## config.mk

```make
export PLATFORM = sky130hd
export DESIGN_NAME = player_move_ctrl_flat
export DESIGN_NICKNAME = d
export VERILOG_FILES = /design/src/rtl/player_move_ctrl_if.sv /design/src/rtl/player_move_ctrl.sv /design/src/flat_wrapper.sv
export SDC_FILE = /design/constraint.sdc
export NUM_CORES = 1
export LEC_CHECK = 0
export ABC_AREA = 1
export ABC_CLOCK_PERIOD_IN_PS = 5100
export CAP_MARGIN = 5
export CORE_ASPECT_RATIO = 1.1
export CORE_MARGIN = 2
export CORE_UTILIZATION = 45
export CTS_CLUSTER_DIAMETER = 50
export DETAILED_ROUTE_END_ITERATION = 16
export MAX_ROUTING_LAYER = met4
export PLACE_DENSITY = 0.69
export SETUP_SLACK_MARGIN = 0.1
export SLEW_MARGIN = 20
export SYNTH_ARGS = -nofsm -noshare
export SYNTH_HDL_FRONTEND = slang
export SYNTH_SLANG_ARGS = --single-unit
```

## constraint.sdc

```tcl
create_clock -name clk_100 -period 5.1 [get_ports clk_100]
set_clock_uncertainty 0.2 [all_clocks]
set_input_delay 1.02 -clock clk_100 [delete_from_list [all_inputs] [get_ports clk_100]]
set_output_delay 1.02 -clock clk_100 [all_outputs]
set_load 0.02 [all_outputs]
```

## src/rtl/player_move_ctrl_if.sv

```systemverilog
`default_nettype none
// ============================================================================
// Module      : player_move_ctrl_if
// Description : Signal bundle between the game core / map and the player
//               movement controller. The master side (game core) drives the
//               move commands, obstacle flags and life-cycle events. The
//               slave side (player_move_ctrl) returns the player state.
// Revision    : 1.0  initial release
// ============================================================================
interface player_move_ctrl_if;
    // Commands and events towards the controller
    logic [2:0] move;       // bit2 = valid, [1:0] = up/down/left/right
    logic [3:0] blocked;    // {right, left, down, up}
    logic       dead;
    logic       respawn;

    // Player state from the controller
    logic [3:0] pos_x;
    logic [7:0] pos_y;
    logic [1:0] facing;
    logic       hop_active;
    logic [3:0] hop_phase;
    logic [9:0] score;
    logic       alive;

    modport master (
        output move, blocked, dead, respawn,
        input  pos_x, pos_y, facing, hop_active, hop_phase, score, alive
    );

    modport slave (
        input  move, blocked, dead, respawn,
        output pos_x, pos_y, facing, hop_active, hop_phase, score, alive
    );
endinterface
`default_nettype wire

```

## src/rtl/player_move_ctrl.sv

```systemverilog
`default_nettype none
// ============================================================================
// Module      : player_move_ctrl
// Description : Grid movement controller for a lane-crossing player. Accepts
//               single-cycle move commands, checks them against the map
//               edges and obstacle flags, runs a fixed-length hop animation
//               and commits the new position when the hop completes. Tracks
//               the best row reached as the score and handles death and
//               respawn.
//               Optional feature macro: PLAYER_MOVE_QUEUE_EN adds a 2-entry
//               command FIFO that buffers moves arriving during a hop.
// Revision    : 1.0  initial release
// ============================================================================
module player_move_ctrl #(
    parameter int COLS      = 9,   // lane columns, x = 0..COLS-1 (<= 16)
    parameter int START_X   = 4,   // column after reset / respawn
    parameter int HOP_TICKS = 8    // hop duration in clk_100 cycles (2..16)
) (
    input  wire logic          clk_100,
    input  wire logic          rst_n,
    player_move_ctrl_if.slave  bus
);

    typedef enum logic [1:0] {
        IDLE = 2'd0,
        HOP  = 2'd1,
        DEAD = 2'd2
    } state_t;

    localparam logic [1:0] DIR_UP    = 2'd0;
    localparam logic [1:0] DIR_DOWN  = 2'd1;
    localparam logic [1:0] DIR_LEFT  = 2'd2;
    localparam logic [1:0] DIR_RIGHT = 2'd3;

    localparam logic [3:0] X_MAX      = 4'(COLS - 1);
    localparam logic [3:0] X_START    = 4'(START_X);
    localparam logic [3:0] PHASE_LAST = 4'(HOP_TICKS - 1);
    localparam logic [7:0] Y_MAX      = 8'hFF;

    // Local copies of the interface inputs
    logic [2:0] move;
    logic [3:0] blocked;
    logic       dead;
    logic       respawn;

    assign move    = bus.move;
    assign blocked = bus.blocked;
    assign dead    = bus.dead;
    assign respawn = bus.respawn;

    // Architectural state
    state_t     state,  state_next;
    logic [3:0] pos_x,  pos_x_next;
    logic [7:0] pos_y,  pos_y_next;
    logic [1:0] facing, facing_next;
    logic [3:0] phase,  phase_next;
    logic [9:0] score,  score_next;
    logic [3:0] tgt_x,  tgt_x_next;
    logic [7:0] tgt_y,  tgt_y_next;

    // Command evaluation helpers
    logic       cmd_valid;
    logic [1:0] cmd_dir;
    logic       cmd_ok;
    logic [3:0] cmd_x;
    logic [7:0] cmd_y;
    logic [9:0] score_cand;

`ifdef PLAYER_MOVE_QUEUE_EN
    localparam int QDEPTH = 2;

    logic [1:0] q_data      [QDEPTH];
    logic [1:0] q_data_next [QDEPTH];
    logic [1:0] q_count, q_count_next;
    logic       q_pop;
    logic       q_push;
    logic       q_flush;
    logic [1:0] q_push_dir;
`endif

    // Next-state, command evaluation and queue control for the movement FSM
    always_comb begin
        state_next  = state;
        pos_x_next  = pos_x;
        pos_y_next  = pos_y;
        facing_next = facing;
        phase_next  = phase;
        score_next  = score;
        tgt_x_next  = tgt_x;
        tgt_y_next  = tgt_y;
        cmd_valid   = 1'b0;
        cmd_dir     = move[1:0];
        cmd_ok      = 1'b0;
        cmd_x       = pos_x;
        cmd_y       = pos_y;
        // pos_y is 8 bits wide, so the best row can never pass 255 and the
        // 10-bit score saturation point is unreachable by construction.
        score_cand  = {2'b00, tgt_y};
`ifdef PLAYER_MOVE_QUEUE_EN
        q_pop       = 1'b0;
        q_push      = 1'b0;
        q_flush     = 1'b0;
        q_push_dir  = move[1:0];
`endif

        // The buffered head always takes precedence over a fresh move.
`ifdef PLAYER_MOVE_QUEUE_EN
        if (q_count != 2'd0) begin
            cmd_valid = 1'b1;
            cmd_dir   = q_data[0];
        end else begin
            cmd_valid = move[2];
        end
`else
        cmd_valid = move[2];
`endif

        // Edge legality and hop target for the selected direction
        case (cmd_dir)
            DIR_UP: begin
                cmd_ok = (pos_y != Y_MAX);
                cmd_y  = pos_y + 8'd1;
            end
            DIR_DOWN: begin
                cmd_ok = (pos_y != 8'd0);
                cmd_y  = pos_y - 8'd1;
            end
            DIR_LEFT: begin
                cmd_ok = (pos_x != 4'd0);
                cmd_x  = pos_x - 4'd1;
            end
            default: begin
                cmd_ok = (pos_x != X_MAX);
                cmd_x  = pos_x + 4'd1;
            end
        endcase
        if (blocked[cmd_dir]) begin
            cmd_ok = 1'b0;
        end

        if (dead) begin
            // Death beats everything: drop the hop, keep the position.
            state_next = DEAD;
            phase_next = 4'd0;
`ifdef PLAYER_MOVE_QUEUE_EN
            q_flush    = 1'b1;
`endif
        end else if (respawn) begin
            state_next  = IDLE;
            pos_x_next  = X_START;
            pos_y_next  = 8'd0;
            score_next  = 10'd0;
            facing_next = DIR_UP;
            phase_next  = 4'd0;
`ifdef PLAYER_MOVE_QUEUE_EN
            q_flush     = 1'b1;
`endif
        end else begin
            case (state)
                IDLE: begin
                    if (cmd_valid) begin
                        // A rejected command still turns the player.
                        facing_next = cmd_dir;
                        if (cmd_ok) begin
                            state_next = HOP;
                            phase_next = 4'd0;
                            tgt_x_next = cmd_x;
                            tgt_y_next = cmd_y;
                        end
                    end
`ifdef PLAYER_MOVE_QUEUE_EN
                    // Head consumed; a same-cycle move takes its place.
                    if (q_count != 2'd0) begin
                        q_pop  = 1'b1;
                        q_push = move[2];
                    end
`endif
                end
                HOP: begin
`ifdef PLAYER_MOVE_QUEUE_EN
                    q_push = move[2];
`endif
                    if (phase == PHASE_LAST) begin
                        state_next = IDLE;
                        phase_next = 4'd0;
                        pos_x_next = tgt_x;
                        pos_y_next = tgt_y;
                        if (score_cand > score) begin
                            score_next = score_cand;
                        end
                    end else begin
                        phase_next = phase + 4'd1;
                    end
                end
                default: begin
                    // DEAD: everything held until respawn.
                    phase_next = 4'd0;
                end
            endcase
        end
    end

    // Movement FSM and player state registers
    always_ff @(posedge clk_100 or negedge rst_n) begin
        if (!rst_n) begin
            state  <= IDLE;
            pos_x  <= X_START;
            pos_y  <= 8'd0;
            facing <= DIR_UP;
            phase  <= 4'd0;
            score  <= 10'd0;
            tgt_x  <= X_START;
            tgt_y  <= 8'd0;
        end else begin
            state  <= state_next;
            pos_x  <= pos_x_next;
            pos_y  <= pos_y_next;
            facing <= facing_next;
            phase  <= phase_next;
            score  <= score_next;
            tgt_x  <= tgt_x_next;
            tgt_y  <= tgt_y_next;
        end
    end

`ifdef PLAYER_MOVE_QUEUE_EN
    // Command FIFO update: flush, then pop-shift, then push if room remains
    always_comb begin
        q_data_next  = q_data;
        q_count_next = q_count;
        if (q_flush) begin
            q_count_next = 2'd0;
        end else begin
            if (q_pop) begin
                q_data_next[0] = q_data[1];
                q_count_next   = q_count - 2'd1;
            end
            if (q_push && (q_count_next < 2'(QDEPTH))) begin
                q_data_next[q_count_next[0]] = q_push_dir;
                q_count_next                 = q_count_next + 2'd1;
            end
        end
    end

    // Command FIFO storage
    always_ff @(posedge clk_100 or negedge rst_n) begin
        if (!rst_n) begin
            q_count   <= 2'd0;
            q_data[0] <= 2'd0;
            q_data[1] <= 2'd0;
        end else begin
            q_count   <= q_count_next;
            q_data[0] <= q_data_next[0];
            q_data[1] <= q_data_next[1];
        end
    end
`endif

    assign bus.pos_x      = pos_x;
    assign bus.pos_y      = pos_y;
    assign bus.facing     = facing;
    assign bus.hop_active = (state == HOP);
    assign bus.hop_phase  = phase;
    assign bus.score      = score;
    assign bus.alive      = (state != DEAD);

endmodule
`default_nettype wire

```

## src/flat_wrapper.sv

```systemverilog
// flat-port wrapper written by rule: the top's interface ports become plain ports
module player_move_ctrl_flat 
#(
    parameter int COLS      = 9,                                         
    parameter int START_X   = 4,                                  
    parameter int HOP_TICKS = 8                                             
)
  (clk_100, rst_n, bus_move, bus_blocked, bus_dead, bus_respawn, bus_pos_x, bus_pos_y, bus_facing, bus_hop_active, bus_hop_phase, bus_score, bus_alive);
  player_move_ctrl_if bus_i ();
  input  wire logic clk_100;
  input  wire logic rst_n;
  input wire logic [$bits(bus_i.move)-1:0] bus_move;
  input wire logic [$bits(bus_i.blocked)-1:0] bus_blocked;
  input wire logic [$bits(bus_i.dead)-1:0] bus_dead;
  input wire logic [$bits(bus_i.respawn)-1:0] bus_respawn;
  output wire logic [$bits(bus_i.pos_x)-1:0] bus_pos_x;
  output wire logic [$bits(bus_i.pos_y)-1:0] bus_pos_y;
  output wire logic [$bits(bus_i.facing)-1:0] bus_facing;
  output wire logic [$bits(bus_i.hop_active)-1:0] bus_hop_active;
  output wire logic [$bits(bus_i.hop_phase)-1:0] bus_hop_phase;
  output wire logic [$bits(bus_i.score)-1:0] bus_score;
  output wire logic [$bits(bus_i.alive)-1:0] bus_alive;
  assign bus_i.move = bus_move;
  assign bus_i.blocked = bus_blocked;
  assign bus_i.dead = bus_dead;
  assign bus_i.respawn = bus_respawn;
  assign bus_pos_x = bus_i.pos_x;
  assign bus_pos_y = bus_i.pos_y;
  assign bus_facing = bus_i.facing;
  assign bus_hop_active = bus_i.hop_active;
  assign bus_hop_phase = bus_i.hop_phase;
  assign bus_score = bus_i.score;
  assign bus_alive = bus_i.alive;
  player_move_ctrl #(.COLS(COLS), .START_X(START_X), .HOP_TICKS(HOP_TICKS)) u_core (.clk_100(clk_100), .rst_n(rst_n), .bus(bus_i));
endmodule
```

# Word-level counts from Yosys, hierarchy flattened
# Index checks and enable logic that the tools add are counted.
# op_classes
eq_ne	10
reduce_logical	17
n_div	0
n_lt_le_gt_ge	2
multipliers	0
n_mux	31
shifts	0
bitwise_logic	2
n_addsub	5
# op_table
operator	count
$mux 10	4
$mux 4	8
$mux 8	3
$mux 2	8
$pmux 4 s2	2
$pmux 8 s2	1
$gt 8x10->1	1
$reduce_bool 2->1	5
$add 4x1->4 const B	2
$add 8x1->8 const B	1
$ne 4x3->1 const B	2
$ne 4x4->1 const B	2
$ne 8x8->1 const B	1
$reduce_and 4->1	2
$reduce_bool 4->1	2
$reduce_bool 8->1	1
$sub 8x1->8 const B	1
$reduce_and 3->1	2
$reduce_and 5->1	1
$eq 2x1->1 const B	2
$eq 4x3->1 const B	1
$logic_not 2->1	2
$pmux 2 s2	1
$sub 4x1->4 const B	1
9 further kinds	11
# word_totals
latch_bits	0
n_memories	0
mem_bits_ro	0
regBits	42
elab_cells	75
out_inout_bits	30
in_bits	11
ram_bits	0

# Longest topological paths before layout
# logic_depth
word_depth	8
mapped_depth	14
ltp_nobuf	13

# Least setup slack after synthesis
# No wires, ideal clock.
# synth_timing
path_kind	in2reg
from	input port bus_move[0]
to	register u_core.tgt_y[4]
setup_ns	0.117
arrival_time_ns	2.497
t_required_ns	4.783
path_stages	11
path_slack_ns	2.286
path_buffers	1
cell_sequence	buf_4 > inv_2 > nor2_1 > ha_1 > nand2_1 > nand3_1 > or2_2 > nand3_1 > o21ai_0 > nand2_1 > nand2_1
# synth_between
elab_chain_cells	4
elab_cells_between_ends	9
cone_classes	2 x eq/ne; 5 x mux; 2 x reduce/logical
# synth_lines
item	line	text
start: declaration	flat_wrapper.sv:12	input wire logic [$bits(bus_i.move)-1:0] bus_move;
$eq 2x2->1, or another cell as far along	player_move_ctrl.sv:119	case (cmd_dir)
$pmux 1 s3 or $mux 1 (tied branches)	player_move_ctrl.sv:119, player_move_ctrl.sv:137	
$mux 1	player_move_ctrl.sv:137	if (blocked[cmd_dir]) begin
$reduce_and 5->1 (no source line)	n/a	
end signal: assignment	player_move_ctrl.sv:222	tgt_y <= tgt_y_next;
end: declaration	player_move_ctrl.sv:59	logic [7:0] tgt_y, tgt_y_next;
# Several ways; a longest one is shown, not always the timed one. The select of a mux whose other input is x is not followed.
# A chain may end at the register's enable or synchronous reset.

# Worst setup path in the final report
# layout_timing
from	input port bus_move[1]
to	register u_core.tgt_y[3]
# The elaborated chain is that of the path after synthesis.

==> results by group <==
Job
  • Max-cap violations: 0

Hold path
  • Hold path endpoint: u_core.tgt_x[2]
  • Hold path start: u_core.tgt_x[2]
  • Hold Crit Class: reg2reg
  • Cell count of the worst hold path: 2

Detailed routing
  • Detailed-route wire length per cell: 12.6 um
  • Via count: 2,373
  • Routed wl met2: 2.73 mm
  • Met3 WL: 253 um
  • Top Layer Used: met4
  • DRT iter0 DRCs: 145
  • Wl on met1: 2.99 mm
  • Drt drc: 0
  • TritonRoute pass-1 iters: 4
  • Final WL: 6.05 mm
  • Vias per cell: 4.92
  • Antenna viol nets, final: 0

Worst setup path
  • R2R depth: 10
  • Critical R2R Launch: u_core.bus.hop_phase[0]
  • Critical path class: in2reg
  • Worst Setup Start Kind: primary input
  • WP data required: 5.06 ns
  • Critical R2R Capture: u_core.bus.score[0]
  • Worst EP arrival: 3.45 ns
  • R2r setup slk: 2.89 ns
  • Critical path capture point type: flop
  • Worst Path Max Fanout: 17

Synthesis
  • Count leader, synth: nand2_1
  • Top-area cell type share of the netlist area: 0.360
  • Cell taking the most area after synthesis: dfrtp_1
  • Syn. warnings: 0
  • Top cells by count, synth: 121 x nand2_1, 58 x inv_1, 38 x dfrtp_1
  • Synth top area cells: dfrtp_1 36%, nand2_1 17%, inv_1 8.2%, ha_1 8.0%, nand3_1 5.7%
  • Main flop type after synthesis: dfrtp_1
  • Seq/Total Area, Yosys: 0.380
  • Synth cell types: 31
  • FF+latch count, synth: 40
  • Ys async rst share: 1.00
  • Gate Count Post-Synth: 370
  • Post-synth EDFFs: 0
  • Cell Area, Synth: 2640 um2
  • Mean Syn Cell Area: 7.15 um2

Place
  • Hpwl dp: 4.64 mm
  • Dpl cells: 475
  • GP Congestion: 0.826
  • Port Buffers: 38

Die
  • I/O pin count: 41
  • Initial Utilization: 0.461
  • Die width: 77.1 um
  • Core Region: 5730 um2
  • FP Rows: 29
  • Die Y: 84.4 um
  • Die area: 6500 um2

Layout
  • Final nets: 435
  • Synth-to-layout area growth: 18.0%
  • Fillers: 610
  • Diode count: 0
  • Final std cells w/o fill: 482
  • Ratio of cells with drive above 1 in the final layout: 0.0469

STA
  • Highest clock rate: 0.286 GHz
  • Worst slew margin: 0.403
  • Setup_tns: 0 ns
  • Setup Viol. Count Final: 0
  • Final Hold Vio Count: 0
  • Worst-Margin Slew: 0.895 ns
  • Fin crit share: 0.685
  • RSZ-0062 raised after global routing: no
  • Fin crit period: 3.49 ns
  • Slew Limit Fails: 0

CTS
  • Reg clk slew, reported paths: 0.08 ns
  • Post-CTS Setup Bufs: 0
  • Root buffer cell: clkbuf_8
  • CTS tree: yes
  • Clock latency on the worst-skew pair: 0.29 ns
  • Cts hold-fix bufs: 0
  • Htree depth: 2
  • CTS max path bufs: 2
  • Inserted Clock Buffers: 5
  • Sink Count: 40
  • CTS resizes: 0

Power
  • Part of the power in registers: 0.457
  • Net Sw Frac: 0.353
  • Combinational power share: 0.297
  • VDD IR-drop max: 110 uV
  • Clock power frac: 0.246
  • Power per Cell Area: 268 nW/um2
  • P_int: 541 uW
  • Sw power: 295 uW
  • Pleak: 0.00162 uW

Status
  • Status: finished, final reports clean

GRT
  • Remaining Overflow, GRT: 0
  • Vias in the first global route: 2,178
  • Largest net degree at the start of global routing: 41
  • Antenna violations before repair: 0
  • Total track usage: 0.210
  • First-pass GRT wire length: 10.6 mm
[cell families after synthesis]
kind of cell,share of synthesized area
AND/OR/NAND/NOR,0.310
AO/OA/AOI/OAI,0.0790
XOR/XNOR,0.0166
flip-flops,0.380
buffers and inverters,0.118
adder cells (fa/ha/maj),0.0956
other,0.00142
[power by group through the flow]
| stage | logic (uW) | clock network, uW | registers, uW |
|---|---|---|---|
| 2_1_floorplan | 163 | 0 | 393 |
| 3_3_place_gp | 243 | 0 | 387 |
| 3_5_place_dp | 251 | 0 | 387 |
| 4_1_cts | 251 | 212 | 382 |
| 5_1_grt | 289 | 226 | 388 |
| 6_report | 248 | 206 | 382 |
[area by class of cell]
type,instances,area (um2),share of cell area
Clock buffer,6,72.6,0.0233
Clock inverter,1,5.00,0.00160
Inverter,61,234,0.0750
Multi-Input combinational cell,259,1330,0.427
Sequential cell,40,1000,0.322
Tap cell,77,96.3,0.0309
Timing Repair Buffer,38,375,0.120
[through the flow]
stage	instance area [um2]	hold slack, ns	setup slack (ns)	total power [uW]	util
after floorplan	2650	0.248	2.29	557	-
after global placement	3040	0.263	1.28	630	0.531
after detailed placement	3040	0.259	1.28	638	0.531
after CTS	3120	0.273	1.60	844	0.544
after global routing	3120	0.296	1.37	903	0.544
final	3120	0.272	1.61	836	0.544
[per-layer routing]
metal  track usage  vias to the layer above
li1              -                     1235
met1         0.301                     1076
met2         0.307                       53
met3        0.0344                        9
met4        0.0666                        0
met5             -                        -
[cells in the final DEF, fill, tap and decap left out, types with 2 or more instances in the layout]
master	count
o22ai_1	3
nand3_1	30
dfstp_2	2
ha_1	17
xor2_1	3
conb_1	2
nand4_1	11
or2_2	2
inv_4	2
clkbuf_8	5
a21oi_1	9
clkdlybuf4s50_1	37
xnor2_1	2
nand2_1	121
o21ai_0	20
inv_1	58
fa_1	2
dfrtp_1	38
nand3b_1	2
o21ai_1	6
nor2_1	20
nor2_2	4
[worst max-delay path, cell delays in order]
cell and delay, ns:
clkdlybuf4s50_1 0.74, nor2_1 0.56, ha_1 0.39, a21oi_1 0.16, nand2_1 0.11, xor2_1 0.15, o21ai_0 0.22, o21ai_1 0.09
[worst max-delay path by stage]
| stage | startpoint | end | cells after the start |
|---|---|---|---|
| floorplan | bus_move[0] | u_core.tgt_y[4] | 11 |
| finish | bus_move[1] | u_core.tgt_y[3] | 8 |
| CTS | bus_move[1] | u_core.tgt_y[3] | 8 |
| global route | bus_move[1] | u_core.tgt_y[7] | 13 |
| detailed placement | bus_move[1] | u_core.tgt_y[3] | 8 |
| global placement | bus_move[1] | u_core.tgt_y[3] | 8 |
[state kept, by name (all words and copies together), names as in the netlist]
name,flops
u_core.tgt_x,4
u_core.bus.pos_y,8
u_core.bus.hop_phase,4
u_core.state,2
u_core.tgt_y,8
u_core.bus.pos_x,4
u_core.bus.score,8
u_core.bus.facing,2
Power figures use the tool's default switching activity.
